**src/rtl/mod_exp_seq.sv**
```systemverilog
// Purpose : sequential left-to-right square-and-multiply modular exponentiation
//           (result = base^exp mod M) driving an external modular multiplier.
// Latency : 2 + (SIZEE + popcount(exp)) * (L + 1) cycles from start to done,
//           where L is the multiplier response time; 2 cycles for trivial operands.
// Backpressure: start is only honoured in IDLE (busy low); multiplier requests are
//           single-cycle pulses with operands held until mm_done is accepted.
//
// Ports:
//   clk, rst            - clock, asynchronous active-high reset
//   start, base, exp, M - request and operands (captured when start is accepted)
//   result, done, err   - answer, one-cycle completion pulse, illegal-operand flag
//   busy                - high from the cycle after an accepted start through done
//   mm_start, mm_T, mm_U, mm_sel - request to the modular multiplier (sel 0 = square)
//   mm_O, mm_done       - multiplier product in [0, 2M) and its completion pulse
module mod_exp_seq #(
    parameter int SIZEM = 8,
    parameter int SIZEE = 8
) (
    input  logic             clk,
    input  logic             rst,
    input  logic             start,
    input  logic [SIZEM-1:0] base,
    input  logic [SIZEE-1:0] exp,
    input  logic [SIZEM-1:0] M,
    output logic [SIZEM-1:0] result,
    output logic             done,
    output logic             err,
    output logic             busy,
    output logic             mm_start,
    output logic [SIZEM-1:0] mm_T,
    output logic [SIZEM-1:0] mm_U,
    output logic             mm_sel,
    input  logic [SIZEM:0]   mm_O,
    input  logic             mm_done
);

    // Width of the exponent bit index; at least one bit even for SIZEE == 1.
    localparam int IW = (SIZEE > 1) ? $clog2(SIZEE) : 1;

    typedef enum logic [2:0] {
        IDLE     = 3'd0,
        CHECK    = 3'd1,
        SQR_REQ  = 3'd2,
        SQR_WAIT = 3'd3,
        MUL_REQ  = 3'd4,
        MUL_WAIT = 3'd5,
        FIN      = 3'd6
    } state_t;

    state_t           state_q, state_d;
    logic [SIZEM-1:0] b_q, b_d;
    logic [SIZEE-1:0] e_q, e_d;
    logic [SIZEM-1:0] m_q, m_d;
    logic [SIZEM-1:0] acc_q, acc_d;
    logic [IW-1:0]    i_q, i_d;
    logic [SIZEM-1:0] result_q, result_d;
    logic             err_q, err_d;
    logic             mm_start_q, mm_start_d;
    logic [SIZEM-1:0] mm_t_q, mm_t_d;
    logic [SIZEM-1:0] mm_u_q, mm_u_d;
    logic             mm_sel_q, mm_sel_d;

    // Multiplier output lies in [0, 2M): one conditional subtraction brings it
    // back into [0, M). The compare is done at SIZEM+1 bits so the top bit counts.
    logic [SIZEM:0]   m_ext;
    logic [SIZEM-1:0] acc_new;

    always_comb begin
        m_ext = {1'b0, m_q};
        if (mm_O >= m_ext) begin
            acc_new = SIZEM'(mm_O - m_ext);
        end else begin
            acc_new = mm_O[SIZEM-1:0];
        end
    end

    // Helper flags: 'advance' moves to the next exponent bit (or finishes),
    // 'sqr_go' launches a squaring of sqr_src.
    logic             advance;
    logic             sqr_go;
    logic [SIZEM-1:0] sqr_src;

    always_comb begin
        state_d    = state_q;
        b_d        = b_q;
        e_d        = e_q;
        m_d        = m_q;
        acc_d      = acc_q;
        i_d        = i_q;
        result_d   = result_q;
        err_d      = err_q;
        mm_start_d = 1'b0;
        mm_t_d     = mm_t_q;
        mm_u_d     = mm_u_q;
        mm_sel_d   = mm_sel_q;
        advance    = 1'b0;
        sqr_go     = 1'b0;
        sqr_src    = acc_q;

        case (state_q)
            IDLE: begin
                if (start) begin
                    b_d     = base;
                    e_d     = exp;
                    m_d     = M;
                    acc_d   = SIZEM'(1);
                    i_d     = IW'(SIZEE - 1);
                    err_d   = 1'b0;
                    state_d = CHECK;
                end
            end

            CHECK: begin
                // Order matters: illegal operands win over the trivial cases,
                // and M == 1 wins over E == 0 (anything mod 1 is 0).
                if ((m_q == '0) || (b_q >= m_q)) begin
                    err_d    = 1'b1;
                    result_d = '0;
                    state_d  = FIN;
                end else if (m_q == SIZEM'(1)) begin
                    result_d = '0;
                    state_d  = FIN;
                end else if (e_q == '0) begin
                    result_d = SIZEM'(1);
                    state_d  = FIN;
                end else begin
                    sqr_go  = 1'b1;
                    sqr_src = acc_q;
                end
            end

            SQR_REQ: begin
                state_d = SQR_WAIT;
            end

            SQR_WAIT: begin
                if (mm_done) begin
                    acc_d = acc_new;
                    if (e_q[i_q]) begin
                        state_d    = MUL_REQ;
                        mm_start_d = 1'b1;
                        mm_t_d     = acc_new;
                        mm_u_d     = b_q;
                        mm_sel_d   = 1'b1;
                    end else begin
                        advance = 1'b1;
                    end
                end
            end

            MUL_REQ: begin
                state_d = MUL_WAIT;
            end

            MUL_WAIT: begin
                if (mm_done) begin
                    acc_d   = acc_new;
                    advance = 1'b1;
                end
            end

            FIN: begin
                state_d = IDLE;
            end

            default: begin
                state_d = IDLE;
            end
        endcase

        if (advance) begin
            if (i_q == '0) begin
                result_d = acc_new;
                state_d  = FIN;
            end else begin
                i_d     = i_q - IW'(1);
                sqr_go  = 1'b1;
                sqr_src = acc_new;
            end
        end

        // Operands are loaded together with the request pulse and left alone
        // until the next request, so they stay stable across the wait state.
        if (sqr_go) begin
            state_d    = SQR_REQ;
            mm_start_d = 1'b1;
            mm_t_d     = sqr_src;
            mm_u_d     = sqr_src;
            mm_sel_d   = 1'b0;
        end
    end

    always_ff @(posedge clk or posedge rst) begin
        if (rst) begin
            state_q    <= IDLE;
            b_q        <= '0;
            e_q        <= '0;
            m_q        <= '0;
            acc_q      <= '0;
            i_q        <= '0;
            result_q   <= '0;
            err_q      <= 1'b0;
            mm_start_q <= 1'b0;
            mm_t_q     <= '0;
            mm_u_q     <= '0;
            mm_sel_q   <= 1'b0;
        end else begin
            state_q    <= state_d;
            b_q        <= b_d;
            e_q        <= e_d;
            m_q        <= m_d;
            acc_q      <= acc_d;
            i_q        <= i_d;
            result_q   <= result_d;
            err_q      <= err_d;
            mm_start_q <= mm_start_d;
            mm_t_q     <= mm_t_d;
            mm_u_q     <= mm_u_d;
            mm_sel_q   <= mm_sel_d;
        end
    end

    assign result   = result_q;
    assign err      = err_q;
    assign done     = (state_q == FIN);
    assign busy     = (state_q != IDLE);
    assign mm_start = mm_start_q;
    assign mm_T     = mm_t_q;
    assign mm_U     = mm_u_q;
    assign mm_sel   = mm_sel_q;

endmodule
```
**config.mk**
```make
export PLATFORM = sky130hd
export DESIGN_NAME = mod_exp_seq
export DESIGN_NICKNAME = d
export VERILOG_FILES = /design/src/rtl/mod_exp_seq.sv
export SDC_FILE = /design/constraint.sdc
export NUM_CORES = 1
export LEC_CHECK = 0
export CAP_MARGIN = 30
export CORE_UTILIZATION = 57
export CTS_CLUSTER_SIZE = 28
export DETAILED_ROUTE_END_ITERATION = 6
export GPL_ROUTABILITY_DRIVEN = 0
export PLACE_DENSITY_LB_ADDON = 0.12
export SETUP_SLACK_MARGIN = 0.5
export SYNTH_ARGS = -nofsm -noshare
export SYNTH_HDL_FRONTEND = slang
export SYNTH_SLANG_ARGS = --single-unit
```
**constraint.sdc**
```tcl
create_clock -name clk -period 3.4 [get_ports clk]
set_clock_uncertainty 0.1 [all_clocks]
set_input_delay 0.51 -clock clk [delete_from_list [all_inputs] [get_ports clk]]
set_output_delay 0.51 -clock clk [all_outputs]
set_load 0.02 [all_outputs]
```
==> impl_summary.log <==
INFO  metric insertion_delay = 0.34 ns
INFO  metric clock.fmax = 357.7 MHz
INFO  metric worstSetupPathType = input pin to flip-flop
INFO  metric postCtsResizedCells = 0
INFO  metric clock-sinks = 65
INFO  metric rows = 29
INFO  metric power.ir.vdd_worst = 0.0006227 V
INFO  metric async_flop_share = 1.000
INFO  metric pwr-share-comb = 0.562
INFO  metric synth-seq-area-share = 0.4329
INFO  metric avgViaCountPerCell = 5.854
INFO  metric crit_path_start_kind = input pin
INFO  metric layout-area-overhead-vs-synth = 23.18%
INFO  metric ys_ff_latch = 65
INFO  metric report.final.slew_viol_count = 0
INFO  metric synth_nets = 438
INFO  metric ys_warn_count = 0
INFO  metric synth_flop_cell = sky130_fd_sc_hd__dfrtp_1
INFO  metric totalWireLength = 8998 um
INFO  metric filler_cell_count = 471
INFO  metric global_route_wire_length_before_repair = 15010 um
INFO  metric power.share.clock = 0.131
INFO  metric pwr_per_cell_area = 987.8 nW/um2
INFO  metric antenna-diode-count = 0
INFO  metric worst-endpoint-arrival = 2.93 ns
INFO  metric cts.htree.levels = 3
INFO  metric final_nets = 503
INFO  metric drt_iter0_markers = 169
INFO  metric synth_cell_types = 58
INFO  metric pre_cts_ws = 0.3040 ns
INFO  metric netSwitchingPower = 1995 uW
INFO  metric unrepaired_setup_endpoints_after_global_routing = no
INFO  metric cts_tree = built
INFO  metric yosysTopAreaCellShare = 0.4329
INFO  metric hpwlAfterDp = 6553 um
INFO  metric clk_transition_reported_paths = 0.07 ns
INFO  metric critical_path.cell_chain = clkdlybuf4s50_1 -> inv_1 -> ha_1 -> nand2b_1 -> a211o_1 -> a211oi_2 -> nand2_2 -> mux2i_1 -> a2bb2o_4
INFO  metric post_synth_inst_count = 382
INFO  metric initial_standard_cell_utilization_of_the_core = 0.5917
INFO  metric timing.hold.worst.class = flip-flop to flip-flop
INFO  metric cp_num_buf_inv = 2
INFO  metric max-cap-violations = 0
INFO  metric routed-via-count = 3097
INFO  metric die_x = 83.19 um
INFO  metric number_of_enable_flip_flop_cells_after_synthesis = 0
INFO  metric grt_remaining_overflow = 0
INFO  metric timing.critical_path.required = 3.53 ns
INFO  metric timing.critical_path.from = mm_O[0]
INFO  metric synth_top_area_cell = sky130_fd_sc_hd__dfrtp_1
INFO  metric final_antenna_net_count = 0
INFO  metric synth.area.top_cells = sky130_fd_sc_hd__dfrtp_1 43%, sky130_fd_sc_hd__nand2_1 6.8%, sky130_fd_sc_hd__ha_1 6.0%, sky130_fd_sc_hd__o21ai_0 4.5%, sky130_fd_sc_hd__mux2_2 2.7%
INFO  metric cts_inserted_buffers = 9
INFO  metric yosys.cell_count.top_type = sky130_fd_sc_hd__nand2_1
INFO  metric run_status = complete, no violations
INFO  metric route.detailed.wl_per_inst = 17.01 um
INFO  metric post_cts_buffers = 0
INFO  metric number_of_global_route_vias_before_repair = 2989
INFO  metric synth.cells.most_frequent = 68 x sky130_fd_sc_hd__nand2_1, 65 x sky130_fd_sc_hd__dfrtp_1, 34 x sky130_fd_sc_hd__o21ai_0
INFO  metric dieArea = 6921 um2
INFO  metric max_stage_delay = 0.46 ns
INFO  metric min_period_over_period = 0.8222
INFO  metric worstReg2RegStart = b_q[6]
INFO  metric postSynthAreaPerCell = 9.836 um2
INFO  metric hold_path.startpoint = result[1]
INFO  metric timing.max_slew.rel_slack = 0.5861
INFO  metric pwr-share-seq = 0.308
INFO  metric cp-end-kind = flip-flop
INFO  metric antenna_found_initial = 0
INFO  metric post-route-min-period = 2.795 ns
INFO  metric netSwitchingFraction = 0.4363
INFO  metric share_of_post_route_cells_with_drive_strength_above_1 = 0.1239
INFO  metric cellInternalPower = 2577 uW
INFO  metric drcViolationCount = 0
INFO  metric clockBufferDepth = 2
INFO  metric transition_time_of_the_tightest_slew_check_pin = 0.6204 ns
INFO  metric cts-hold-fix-buffers = 0
INFO  metric grt_use_total = 0.2778
INFO  metric number_of_endpoints_failing_setup_at_the_final_stage = 0
INFO  metric grt_max_degree = 66
INFO  metric design.portCount = 66
INFO  metric final.setup.tns = 0 ns
INFO  metric kind_of_cell_with_the_highest_combined_delay_on_the_critical_path = compound AO/OA/AOI/OAI gates
INFO  metric cts_root_buffer = sky130_fd_sc_hd__clkbuf_8
INFO  metric leakagePower = 0.002121 uW
INFO  metric core = 6350 um2
INFO  metric final-hold-violation-count = 0
INFO  metric critical_path_maximum_fanout = 8
INFO  metric post-route-worst-setup-slack = 0.6046 ns
INFO  metric die_height = 83.19 um
INFO  metric mappedNetlistArea = 3757 um2
INFO  metric dr.pass1.iters = 5
INFO  metric place.port_buffers = 65
INFO  metric crit_path_top_delay_cell = sky130_fd_sc_hd__clkdlybuf4s50_1
layout by cell type (no fill, tap or decap), types with 9 or more instances in the layout:
master	n
sky130_fd_sc_hd__o21ai_0	34
sky130_fd_sc_hd__ha_1	18
sky130_fd_sc_hd__nand3_1	11
sky130_fd_sc_hd__a21oi_1	9
sky130_fd_sc_hd__clkdlybuf4s50_1	65
sky130_fd_sc_hd__mux2_2	9
sky130_fd_sc_hd__inv_1	22
sky130_fd_sc_hd__nor2_1	21
sky130_fd_sc_hd__dfrtp_1	65
sky130_fd_sc_hd__nand2_1	68
sky130_fd_sc_hd__o2bb2ai_1	11
sky130_fd_sc_hd__clkbuf_8	10
cell families after synthesis:
| logic type | count (synthesis) | synth area share |
|---|---|---|
| XOR/XNOR | 2 | 0.004663 |
| multiplexers | 22 | 0.07093 |
| AND/OR/NAND/NOR | 137 | 0.1755 |
| buffers and inverters | 41 | 0.05528 |
| AO/OA/AOI/OAI | 96 | 0.1955 |
| flip-flops | 65 | 0.4329 |
| adder cells (fa/ha/maj) | 19 | 0.06527 |
stage by stage:
| step | cell area, um2 | util | hold WS (ns) | total power [uW] | cells |
|---|---|---|---|---|---|
| 2_1_floorplan | 3757 | - | 0.3639 | 3209 | 382 |
| 3_3_place_gp | 4449 | 0.7007 | 0.3803 | 3846 | 513 |
| 3_5_place_dp | 4449 | 0.7007 | 0.3816 | 3953 | 513 |
| 4_1_cts | 4623 | 0.7281 | 0.4022 | 4544 | 529 |
| 5_1_grt | 4628 | 0.7289 | 0.4241 | 4887 | 529 |
| 6_report | 4628 | 0.7289 | 0.4043 | 4572 | 529 |
registers in the layout, indices dropped and copies added (netlist names):
name and count:
acc_q 8, mm_start 1, i_q 3, b_q 8
err 1, e_q 8, m_q 8, mm_sel 1
mm_U 8, result 8, state_q 3, mm_T 8
worst register-to-register path, cell delays in order, from the launching register on:
cell and delay, ns:
sky130_fd_sc_hd__dfrtp_1 0.46, sky130_fd_sc_hd__ha_1 0.36, sky130_fd_sc_hd__a21o_1 0.18, sky130_fd_sc_hd__a221o_1 0.35, sky130_fd_sc_hd__a41oi_2 0.18, sky130_fd_sc_hd__buf_4 0.19, sky130_fd_sc_hd__and2_2 0.32, sky130_fd_sc_hd__buf_4 0.22
sky130_fd_sc_hd__o2bb2ai_2 0.11, sky130_fd_sc_hd__o2bb2ai_1 0.13
routing by layer:
layer,part of all wire,GRT usage,vias to the layer above
met1,0.46,0.4024,1478
met2,0.47,0.4232,130
met3,0.056,0.04374,12
li1,-,-,1477
met4,0.0096,0.1050,0
met5,0,0,-
power groups by stage:
stage          sequential, uW  clock [uW]  combinational, uW
6_report                 1410         598               2570
3_3_place_gp             1400           0               2450
2_1_floorplan            1450           0               1760
5_1_grt                  1450         633               2810
3_5_place_dp             1420           0               2540
4_1_cts                  1400         596               2550
layout make-up:
type | instances | area (um2) | area share
multi-input combinational | 276 | 1933 | 0.4177
sequential | 65 | 1627 | 0.3514
timing repair buffer | 71 | 708.2 | 0.1530
clock buffer | 12 | 145.1 | 0.03136
tap | 77 | 96.34 | 0.02082
inverter | 24 | 90.09 | 0.01946
clock inverter | 4 | 28.78 | 0.006218
final timing paths:
kind,endpoint,slack (ns),depth (start not counted)
min reg2reg,result[1],0.40,1
max reg2reg,mm_T[1],0.72,9
max,result[4],0.60,9
min,result[1],0.40,1
max in group asynchronous,m_q[2],2.46,3
min in group asynchronous,state_q[1],0.45,3
(Power assumes the default switching activity.)
